**src/rtl/mem_interface.sv**
```systemverilog
// Memory-side stage: address select, store lane steering, instruction/old-PC
// capture and load-data alignment into the MDR.
module mem_interface #(
  parameter int               XLEN        = 32,
  parameter logic [XLEN-1:0]  RESET_INSTR = 32'h0000_0013
) (
  input  logic            clk,
  input  logic            rst_n,
  input  logic [XLEN-1:0] pc,
  input  logic [XLEN-1:0] alu_out,
  input  logic            adr_src,
  input  logic            ir_write,
  input  logic            mem_write,
  input  logic [2:0]      funct3,
  input  logic [XLEN-1:0] store_data,
  input  logic [XLEN-1:0] mem_rdata,
  output logic [XLEN-1:0] mem_addr,
  output logic            mem_we,
  output logic [3:0]      mem_wmask,
  output logic [XLEN-1:0] mem_wdata,
  output logic [XLEN-1:0] instr,
  output logic [XLEN-1:0] old_pc,
  output logic [XLEN-1:0] mdr,
  output logic            align_err
);

  // Load request held across the memory's one-cycle read latency.
  typedef struct packed {
    logic [1:0] off;
    logic [2:0] f3;
  } ld_req_t;

  logic [XLEN-1:0] addr;
  logic [1:0]      off;
  logic            st_ok, fetch_req, fetch_ok, ld_req, ld_legal, ld_ok, err_now;
  logic            inst_pend, ld_pend;
  logic [XLEN-1:0] pc_q;
  ld_req_t         ld_q;
  logic [XLEN-1:0] lane, ld_val;

  // Size/offset legality shared by loads and stores (funct3[1:0] = size).
  function automatic logic size_ok(input logic [1:0] sz, input logic [1:0] o);
    case (sz)
      2'b00:   size_ok = 1'b1;
      2'b01:   size_ok = ~o[0];
      2'b10:   size_ok = (o == 2'b00);
      default: size_ok = 1'b0;
    endcase
  endfunction

  assign addr     = adr_src ? alu_out : pc;
  assign off      = addr[1:0];
  assign mem_addr = {addr[XLEN-1:2], 2'b00};

  assign st_ok     = mem_write & adr_src & size_ok(funct3[1:0], off);
  assign fetch_req = ir_write & ~adr_src;
  assign fetch_ok  = fetch_req & (pc[1:0] == 2'b00);
  assign ld_req    = adr_src & ~mem_write & ~ir_write;
  // 3'b110 has a word size field but no RV32 meaning; 011/111 fail size_ok.
  assign ld_legal  = size_ok(funct3[1:0], off) & (funct3 != 3'b110);
  assign ld_ok     = ld_req & ld_legal;
  assign err_now   = (mem_write & ~st_ok)
                   | (ir_write & adr_src)
                   | (fetch_req & ~fetch_ok)
                   | (ld_req & ~ld_legal);

  // Store strobes and lane-replicated data; strobes only on a legal store.
  always_comb begin
    mem_we    = st_ok;
    mem_wmask = 4'b0000;
    case (funct3[1:0])
      2'b00:   mem_wdata = {4{store_data[7:0]}};
      2'b01:   mem_wdata = {2{store_data[15:0]}};
      default: mem_wdata = store_data;
    endcase
    if (st_ok) begin
      case (funct3[1:0])
        2'b00:   mem_wmask = 4'b0001 << off;
        2'b01:   mem_wmask = 4'b0011 << off;
        default: mem_wmask = 4'b1111;
      endcase
    end
  end

  // Load extraction from the registered offset/funct3, never from live inputs.
  always_comb begin
    lane = mem_rdata >> {ld_q.off, 3'b000};
    case (ld_q.f3)
      3'b000:  ld_val = {{24{lane[7]}}, lane[7:0]};
      3'b100:  ld_val = {24'd0, lane[7:0]};
      3'b001:  ld_val = {{16{lane[15]}}, lane[15:0]};
      3'b101:  ld_val = {16'd0, lane[15:0]};
      default: ld_val = mem_rdata;
    endcase
  end

  // Fetch: latch PC on the request edge, capture IR/old PC one edge later.
  always_ff @(posedge clk or negedge rst_n) begin
    if (!rst_n) begin
      inst_pend <= 1'b0;
      pc_q      <= '0;
      instr     <= RESET_INSTR;
      old_pc    <= '0;
    end else begin
      inst_pend <= fetch_ok;
      if (fetch_ok) pc_q <= pc;
      if (inst_pend) begin
        instr  <= mem_rdata;
        old_pc <= pc_q;
      end
    end
  end

  // Load: latch access shape on the request edge, fill MDR one edge later.
  always_ff @(posedge clk or negedge rst_n) begin
    if (!rst_n) begin
      ld_pend <= 1'b0;
      ld_q    <= '0;
      mdr     <= '0;
    end else begin
      ld_pend <= ld_ok;
      if (ld_ok) ld_q <= '{off: off, f3: funct3};
      if (ld_pend) mdr <= ld_val;
    end
  end

  // Sticky access-violation flag; only reset clears it.
  always_ff @(posedge clk or negedge rst_n) begin
    if (!rst_n)       align_err <= 1'b0;
    else if (err_now) align_err <= 1'b1;
  end

endmodule

```
**config.mk**
```make
export PLATFORM = sky130hd
export DESIGN_NAME = mem_interface
export DESIGN_NICKNAME = d
export VERILOG_FILES = /design/src/rtl/mem_interface.sv
export SDC_FILE = /design/constraint.sdc
export NUM_CORES = 1
export LEC_CHECK = 0
export ABC_AREA = 1
export BUFFER_PORTS_ARGS = -buffer_cell sky130_fd_sc_hd__buf_2
export CAP_MARGIN = 20
export CORE_ASPECT_RATIO = 0.75
export CORE_MARGIN = 3
export CORE_UTILIZATION = 52
export DETAILED_ROUTE_END_ITERATION = 10
export HOLD_SLACK_MARGIN = 0.15
export PLACE_DENSITY = 0.83
export SLEW_MARGIN = 5
export SYNTH_ARGS = -nofsm -noshare
export SYNTH_HDL_FRONTEND = slang
export SYNTH_SLANG_ARGS = --single-unit
```
**constraint.sdc**
```tcl
create_clock -name clk -period 3.1 [get_ports clk]
set_input_delay 0.93 -clock clk [delete_from_list [all_inputs] [get_ports clk]]
set_output_delay 0.93 -clock clk [all_outputs]
set_load 0.02 [all_outputs]
```
==> results.md, run 1 <==
* Outcome: finished clean
* Slew headroom at 43.8%
* Clk pin slew, worst setup/hold paths at 0.06 ns
* Congestion Overflow GR at 0
* Max-cap check violation count at 0
* Power Dens Cells at 762 mW/mm^2
* Worst Clk Skew at 0.00615 ns
* Pleak at 5.04 nW
* Crit Path Class: input port to output pin
* Number of global-route vias before repair at 6255
* Clk_lat worst skew at 0.41 ns
* Iter 0 DRT Violations at 562
* Final hold slack at 0.463 ns
* Share of layout cells above drive strength 1 at 38.2%
* DP Worst Slack at 0.0663 ns
* Initial antenna violation count at 2
* Mux cell area share after synthesis at 6.24%
* Crit end category: output pin
* PortBufs at 299
* Data required, critical path at 2.17 ns
* Setup ws final at 0.123 ns
* Final Hold Viols at 0
* Total number of H-tree levels at 4
* Post-DP HPWL at 15.3 mm
* Most frequent cells in the layout: buf_2, nand2_1, dfrtp_1, inv_1, o21ai_0
* Clk network pwr share at 31.8%
* Adder-Cell Fraction of Synth Area at 0%
* Final wirelength at 20.5 mm
* Post-synthesis sequential area ratio at 48.4%
* Critical path arrival at 2.05 ns
* Net Sw Frac at 35.4%
* Global-route wire length before repair at 31.9 mm
* Flop2flop setup slack at 1.03 ns
* Total track usage at 26.9%
* Core box area at 0.0131 mm^2
* Utilization after layout at 68.8%
* Multi-input gate area at 0.00277 mm^2
* Fin crit period at 2.98 ns
* Vias at 6571
* CTS tree: yes
* Slew @ Worst Pin at 0.842 ns
* Via/cell ratio at 5.05
* CTS Buf Count at 17
* Flops & latches, synth at 136
* Startpoint types: input port
* RSZ-0062 raised after global routing: no
* Peak VDD IR at 0.427 mV
* DRT Pass-1 Iters at 5
* Nets@finish at 1250
* Slowest stage delay, CP at 0.24 ns
* Post-CTS sizing at 0
* RD Place Congestion at 0.912
* CP max stage cell: a21oi_1
* Ys Warns at 0
* Hold-fix buffers at CTS at 0
* Max Clock Freq at 336 MHz
* Final Setup Violations at 0
* Total die area at 0.0150 mm^2
* Max clock buf depth at 2
* Pins Over Slew Limit at 0
* Synth Area in Compound Gates at 11.0%
* Rows at 36
* Starting density of the core at 53.7%
* Critical path peak fanout at 7
* Antenna-violating nets left at 0
* CTS Sinks at 136
* Wirelength per Cell at 15.8 um
* Reg power frac at 36.5%
* Commonest non-fill, non-tap cell in the layout: buf_2
* Final Cycle Share at 96.0%
* I/O pins at 302
* Largest net degree at the start of global routing at 67
* Synthesized cell area at 0.00704 mm^2
* FILL cells at 1095
* Switching power at 2.43 mW
* CP most frequent cell: buf_2
* Xor/xnor cell area share of the yosys netlist at 0%
* Simple-gate share of the synthesized area at 21.9%
* Critical path cell sequence: buf_2 -> inv_2 -> nand2_1 -> nand3_1 -> nand2_2 -> nand3b_1 -> a21oi_1 -> buf_2
* Post-CTS setup buffers at 0
* Sum Neg Setup Slack at 0 ns
* Die width at 140 um
* Largest family of logic cells by synthesized area: simple AND/OR/NAND/NOR gates
* Combinational power share at 31.8%
* Storage element area at 0.00341 mm^2
* Die Y at 107 um
* Worst min-delay path class: input port to asynchronous set/reset pin
* Root Driver: clkbuf_16
* Layout area overhead at 28.2%
* Unique masters post-synth at 30
* # DRC at 0
* Post-synthesis cell count at 864
* P_int at 4.45 mW
* Syn Area/Cell at 8.14 um^2
==> worst paths after layout <==
check	start	to	cells past startpoint
setup / recovery	adr_src	mem_wmask[1]	8
hold / removal	rst_n	instr[14]	1
setup reg to reg	ld_pend	mdr[19]	6
hold reg to reg	pc_q[5]	pc_q[5]	2
max in group asynchronous	rst_n	instr[22]	2
min in group clk	pc_q[5]	pc_q[5]	2
==> worst max-delay path: cells and delay by family <==
family / cells / cell delay, ns
AND/OR/NAND/NOR: 4 / 0.45
buffers and inverters: 3 / 0.43
AO/OA/AOI/OAI: 1 / 0.24
==> layout make-up <==
type / count / area share, %
flip-flops and latches: 136 / 37.8
multi-input cells: 554 / 30.7
repair buffers: 315 / 18.1
clock buffers: 21 / 5.33
inverters: 90 / 3.74
well taps: 171 / 2.37
clock inverters: 11 / 1.86
diodes: 2 / 0.0555
==> per-stage QoR <==
step                      instances  total power, mW  area (um^2)
after CTS                      1298             6.91         9010
after floorplan                 865             3.95         7040
after global routing           1300             7.24         9020
after global placement         1266             4.66         8360
after detailed placement       1266             4.71         8360
final                          1300             6.88         9020
==> registers in the layout, indices dropped and copies added (netlist names) <==
register   cells
align_err      1
inst_pend      1
instr         32
ld_pend        1
ld_q           5
mdr           32
old_pc        32
pc_q          32
==> cell families (layout without fill, tap and decap cells) <==
group                  count (synthesis)  after routing
and+or+nand+nor                      360            360
DFF                                  136            136
other                                  1              4
muxes                                 39             39
buffers and inverters                175            437
AOI/OAI and AO/OA                    153            153
==> layer usage <==
layer | global-route usage, % | part of all wire, %
met1 | 34.7 | 41
met2 | 43.5 | 47
met3 | 7.04 | 9.0
met4 | 10.7 | 2.5
met5 | 0 | 0
==> power groups by stage <==
stage / Sequential (mW) / Combinational (mW) / Clock [mW]
floorplan: 2.93 / 1.01 / 0
global placement: 2.51 / 2.15 / 0
detailed placement: 2.52 / 2.18 / 0
CTS: 2.50 / 2.19 / 2.22
global route: 2.57 / 2.37 / 2.30
finish: 2.51 / 2.18 / 2.18
==> cells in the mapped netlist <==
cell / n / area share, %
buf_2: 15 / 1.1
dfstp_2: 3 / 1.1
o21ai_0: 74 / 5.3
buf_4: 43 / 4.6
conb_1: 1 / 0.053
buf_1: 3 / 0.16
nor2_8: 1 / 0.28
nand4_1: 1 / 0.089
nand2_1: 256 / 14
buf_6: 4 / 0.64
a21oi_1: 70 / 5.0
o211ai_1: 3 / 0.32
nand3_2: 7 / 1.0
nor2_4: 1 / 0.16
nor2_1: 30 / 1.6
mux2_2: 39 / 6.2
o21ai_1: 5 / 0.36
nor3_1: 1 / 0.071
nand3_1: 38 / 2.7
clkbuf_1: 20 / 1.1
dfrtp_1: 133 / 47
nand3b_1: 1 / 0.11
nor3_2: 1 / 0.14
or2_2: 16 / 1.4
inv_2: 5 / 0.27
o21ai_2: 1 / 0.12
inv_1: 85 / 4.5
nand2_4: 1 / 0.16
nor2_2: 3 / 0.27
nand2_2: 3 / 0.27
No activity file was read; power rests on OpenSTA's default activity.
==> run 2, diff against run 1 <==
--- a/config.mk
+++ b/config.mk
@@ -14,6 +14,7 @@
 export DETAILED_ROUTE_END_ITERATION = 10
 export HOLD_SLACK_MARGIN = 0.15
 export PLACE_DENSITY = 0.83
+export RECOVER_POWER = 25
 export SLEW_MARGIN = 5
 export SYNTH_ARGS = -nofsm -noshare
 export SYNTH_HDL_FRONTEND = slang
==> results.md, run 2 (synthesized netlist as in run 1, its figures left out) <==
* Outcome: finished clean
* RD Place Congestion at 0.912 (unchanged)
* Final Setup Violations at 0 (unchanged)
* Layout area overhead at 27.8%
* Total number of H-tree levels at 4 (unchanged)
* Total die area at 0.0150 mm^2 (unchanged)
* Multi-input gate area at 0.00277 mm^2 (about the same)
* Worst min-delay path class: flip-flop to flip-flop
* Final Hold Viols at 0 (unchanged)
* Crit Path Class: input port to output pin
* Pins Over Slew Limit at 0 (unchanged)
* DRT Pass-1 Iters at 5 (unchanged)
* Storage element area at 0.00341 mm^2 (unchanged)
* Largest net degree at the start of global routing at 67 (unchanged)
* Slew @ Worst Pin at 1.30 ns (+0.458 ns)
* Critical path peak fanout at 7 (unchanged)
* Core box area at 0.0131 mm^2 (unchanged)
* Post-DP HPWL at 15.3 mm (unchanged)
* Iter 0 DRT Violations at 556 (-1.1%)
* Data required, critical path at 2.17 ns (about the same)
* Global-route wire length before repair at 31.9 mm (unchanged)
* Number of global-route vias before repair at 6255 (unchanged)
* RSZ-0062 raised after global routing: no
* Initial antenna violation count at 2 (unchanged)
* Root Driver: clkbuf_16
* Most frequent cells in the layout: buf_2, nand2_1, dfrtp_1, inv_1, o21ai_0
* Max Clock Freq at 337 MHz (+0.20%)
* FILL cells at 1098 (+0.27%)
* Final wirelength at 20.4 mm (-0.21%)
* Critical path arrival at 2.04 ns (about the same)
* Peak VDD IR at 0.424 mV (-0.73%)
* Total track usage at 26.9% (unchanged)
* Fin crit period at 2.97 ns (-0.00582 ns)
* Inst Count DP at 1266 (unchanged)
* Die width at 140 um (unchanged)
* Slew headroom at 13.4% (-30 points)
* I/O pins at 302 (unchanged)
* Worst Hold Depth at 2
* CTS Sinks at 136 (unchanged)
* R2R cell count at 6 (unchanged)
* Power Dens Cells at 764 mW/mm^2 (+0.25%)
* Final Non-Filler Cells at 1300 (unchanged)
* Via/cell ratio at 5.02 (-0.62%)
* Pleak at 5.03 nW (-0.21%)
* Worst Clk Skew at 0.00710 ns (+0.000956 ns)
* Vias at 6530 (-0.62%)
* Commonest non-fill, non-tap cell in the layout: buf_2
* Final hold slack at 0.480 ns (+0.0172 ns)
* Nets@finish at 1250 (unchanged)
* Startpoint types: input port
* Congestion Overflow GR at 0 (unchanged)
* Die Y at 107 um (unchanged)
* Sum Neg Setup Slack at 0 ns (unchanged)
* Final Cycle Share at 95.8% (-0.19 points)
* PortBufs at 299 (unchanged)
* Wirelength per Cell at 15.7 um (-0.21%)
* Total Power at 6.87 mW (about the same)
* Max clock buf depth at 2 (unchanged)
* Clk_lat worst skew at 0.41 ns (about the same)
* # DRC at 0 (unchanged)
* Max-cap check violation count at 0 (unchanged)
* Post-CTS setup buffers at 0 (unchanged)
* Rows at 36 (unchanged)
* Clk pin slew, worst setup/hold paths at 0.06 ns (about the same)
* Crit end category: output pin
* Starting density of the core at 53.7% (unchanged)
* CTS tree: yes
* CTS Buf Count at 17 (unchanged)
* Antenna-violating nets left at 0 (unchanged)
* Share of layout cells above drive strength 1 at 38.0% (-0.18 points)
## run 2: power breakdown
part           internal (mW)  switching (mW)
combinational          0.773            1.41
sequential              2.24           0.269
clock                   1.43           0.752
## run 2: final cells by class
class	instances	area share, %
diodes	2	0.0556
clock buffers	21	5.34
flip-flops and latches	136	37.9
inverters	90	3.76
multi-input cells	554	30.8
repair buffers	315	17.9
well taps	171	2.38
clock inverters	11	1.86
## run 2: worst paths after layout
| path | startpoint | endpoint | slack [ns] |
|---|---|---|---|
| worst max-delay path | adr_src | mem_wmask[1] | 0.13 |
| worst min-delay path | mdr[12] | mdr[12] | 0.48 |
| worst max register to register | ld_pend | mdr[19] | 1.06 |
| worst min register to register | mdr[12] | mdr[12] | 0.48 |
| max in group asynchronous | rst_n | old_pc[25] | 0.53 |
| min in group asynchronous | rst_n | instr[14] | 0.79 |
## run 2: timing repair
item	CTS	global route
gates resized for setup	0	1
endpoints found under the setup margin	0	1
hold buffers	0	0
## run 2: critical path, stage by stage
cell      delay, ns
buf_2          0.16
inv_2          0.05
nand2_1        0.07
nand3_1        0.08
nand2_2        0.09
nand3b_1       0.20
a21oi_1        0.24
buf_2          0.20
## run 2: layer usage
metal	GRT usage, %	vias to the layer above	routed length, um
li1	-	3209	-
met1	34.7	2976	8410
met2	43.5	314	9670
met3	7.04	31	1850
met4	10.7	0	518
met5	0	-	0
## run 2: metrics by stage
stage	area (um^2)	setup slack (ns)	util (%)
floorplan	7040	0.316	-
global placement	8360	0.0809	63.8
detailed placement	8360	0.0663	63.8
CTS	9010	0.0576	68.8
global route	8990	0.0111	68.6
finish	8990	0.129	68.6
==> run 3, diff against run 2 <==
--- a/config.mk
+++ b/config.mk
@@ -8,7 +8,7 @@
 export ABC_AREA = 1
 export BUFFER_PORTS_ARGS = -buffer_cell sky130_fd_sc_hd__buf_2
 export CAP_MARGIN = 20
-export CORE_ASPECT_RATIO = 0.75
+export CORE_ASPECT_RATIO = 0.8
 export CORE_MARGIN = 3
 export CORE_UTILIZATION = 52
 export DETAILED_ROUTE_END_ITERATION = 10
==> results.md, run 3 (synthesized netlist as in run 1, its figures left out) <==
* Outcome: finished, violations left
* Violated checks: capacitance limit, slew limit
* Commonest non-fill, non-tap cell in the layout: buf_2
* Rows at 37 (+2.8%)
* Share of layout cells above drive strength 1 at 37.8% (-0.22 points)
* Power Dens Cells at 745 mW/mm^2 (-2.6%)
* Die width at 136 um (-3.0%)
* Max clock buf depth at 2 (unchanged)
* DP Worst Slack at 0.138 ns (+0.0722 ns)
* Final wirelength at 19.5 mm (-4.6%)
* Pleak at 4.99 nW (-0.83%)
* Startpoint types: input port
* Crit Path Class: input port to output pin
* Post-DP HPWL at 14.6 mm (-4.8%)
* Hold-fix buffers at CTS at 0 (unchanged)
* RSZ-0062 raised after global routing: no
* Most frequent cells in the layout: buf_2, nand2_1, dfrtp_1, inv_1, o21ai_0
* Worst min-delay path class: flip-flop to flip-flop
* FILL cells at 1097 (-0.091%)
* CTS Buf Count at 17 (unchanged)
* Final hold slack at 0.477 ns (-0.00329 ns)
* Iter 0 DRT Violations at 525 (-5.6%)
* Critical path arrival at 2.01 ns (-0.03 ns)
* RD Place Congestion at 0.879 (-3.7%)
* Final Hold Viols at 0 (unchanged)
* Post-CTS setup buffers at 0 (unchanged)
* Peak VDD IR at 0.391 mV (-7.8%)
* Critical path peak fanout at 6 (-1)
* Wirelength per Cell at 15.0 um (-4.5%)
* CTS tree: yes
* Initial antenna violation count at 0 (-2)
* Clk_lat worst skew at 0.41 ns (about the same)
* Clk network pwr share at 29.6% (-2.2 points)
* Die Y at 110 um (+3.1%)
* Pins Over Slew Limit at 74 (+74)
* Slew headroom at -20.8% (-34 points)
* I/O pins at 302 (unchanged)
* Layout area overhead at 26.7%
* Data required, critical path at 2.17 ns (about the same)
* Max Clock Freq at 340 MHz (+0.95%)
* Slew @ Worst Pin at 1.81 ns (+0.512 ns)
* Setup ws final at 0.157 ns (+0.0279 ns)
* P_int at 4.23 mW (-4.8%)
* CTS Sinks at 136 (unchanged)
* Core box area at 0.0131 mm^2 (-0.40%)
* Via/cell ratio at 5.06 (+0.80%)
* Total number of H-tree levels at 4 (unchanged)
* Vias at 6577 (+0.72%)
* Crit end category: output pin
* PortBufs at 299 (unchanged)
* Reg power frac at 37.8% (+1.3 points)
* Storage element area at 0.00341 mm^2 (unchanged)
* Switching power at 2.41 mW (-0.91%)
* Combinational power share at 32.7% (+0.9 points)
* Net Sw Frac at 36.3% (+0.93 points)
* DRT Pass-1 Iters at 5 (unchanged)
* Total track usage at 25.4% (-1.5 points)
* Total die area at 0.0150 mm^2 (about the same)
* Multi-input gate area at 0.00276 mm^2 (-0.14%)
* Root Driver: clkbuf_16
* Congestion Overflow GR at 0 (unchanged)
* Final Cycle Share at 94.9% (-0.90 points)
* Largest net degree at the start of global routing at 79 (+18%)
* Final Setup Violations at 0 (unchanged)
* Total Power at 6.64 mW (-3.4%)
* Worst Clk Skew at 0.00995 ns (+0.00285 ns)
* Nets@finish at 1248 (-0.16%)
* Clk pin slew, worst setup/hold paths at 0.06 ns (about the same)
* # DRC at 0 (unchanged)
* Max-cap check violation count at 1 (+1)
* Starting density of the core at 53.9% (+0.22 points)
* Fin crit period at 2.94 ns (-0.0279 ns)
* Sum Neg Setup Slack at 0 ns (unchanged)
* Global-route wire length before repair at 29.9 mm (-6.4%)
* Post-CTS sizing at 0 (unchanged)
* Number of global-route vias before repair at 6150 (-1.7%)
* Antenna-violating nets left at 0 (unchanged)
-- run 3: area by class of cell --
type / count / share of cell area (%)
Sequential cell: 136 / 38.3
Multi-Input combinational cell: 554 / 31.0
Timing Repair Buffer: 313 / 18.0
Clock buffer: 19 / 5.08
Inverter: 90 / 3.79
Tap cell: 175 / 2.46
Clock inverter: 11 / 1.39
Antenna cell: 1 / 0.0281
-- run 3: per-stage QoR --
stage	std cells	utilization [%]	cell area, um^2
after floorplan	865	-	7040
after global placement	1268	64.0	8350
after detailed placement	1268	64.0	8350
after CTS	1298	68.4	8930
after global routing	1298	68.2	8910
final	1299	68.3	8910
-- run 3: critical path, cell delays in order --
cell      delay [ns]
buf_2           0.12
nor2_1          0.16
inv_2           0.05
nand2_1         0.12
nand3b_1        0.20
a21oi_1         0.23
buf_2           0.20
-- run 3: layer usage --
metal | up-vias | global-route usage [%] | part of all wire (%) | routed length, um
li1 | 3194 | - | - | -
met1 | 3063 | 32.7 | 41 | 7990
met2 | 293 | 42.8 | 49 | 9520
met3 | 27 | 6.49 | 8.6 | 1670
met4 | 0 | 7.48 | 1.6 | 316
met5 | - | 0 | 0 | 0
-- run 3: worst paths after layout --
check	startpoint	endpoint	slack [ns]	depth (start not counted)
worst min-delay path	mdr[6]	mdr[6]	0.48	2
worst min register to register	mdr[6]	mdr[6]	0.48	2
worst max register to register	ld_q[3]	mdr[11]	1.18	8
min in group asynchronous	rst_n	instr[6]	1.02	1
max in group asynchronous	rst_n	pc_q[0]	0.51	2
worst max-delay path	funct3[0]	mem_wmask[2]	0.16	7
-- run 3: power groups by stage --
| stage | clock network (mW) | registers (mW) | logic [mW] |
|---|---|---|---|
| 5_1_grt | 2.08 | 2.56 | 2.38 |
| 3_3_place_gp | 0 | 2.51 | 2.13 |
| 6_report | 1.96 | 2.51 | 2.17 |
| 3_5_place_dp | 0 | 2.53 | 2.17 |
| 4_1_cts | 2.00 | 2.50 | 2.19 |
| 2_1_floorplan | 0 | 2.93 | 1.01 |
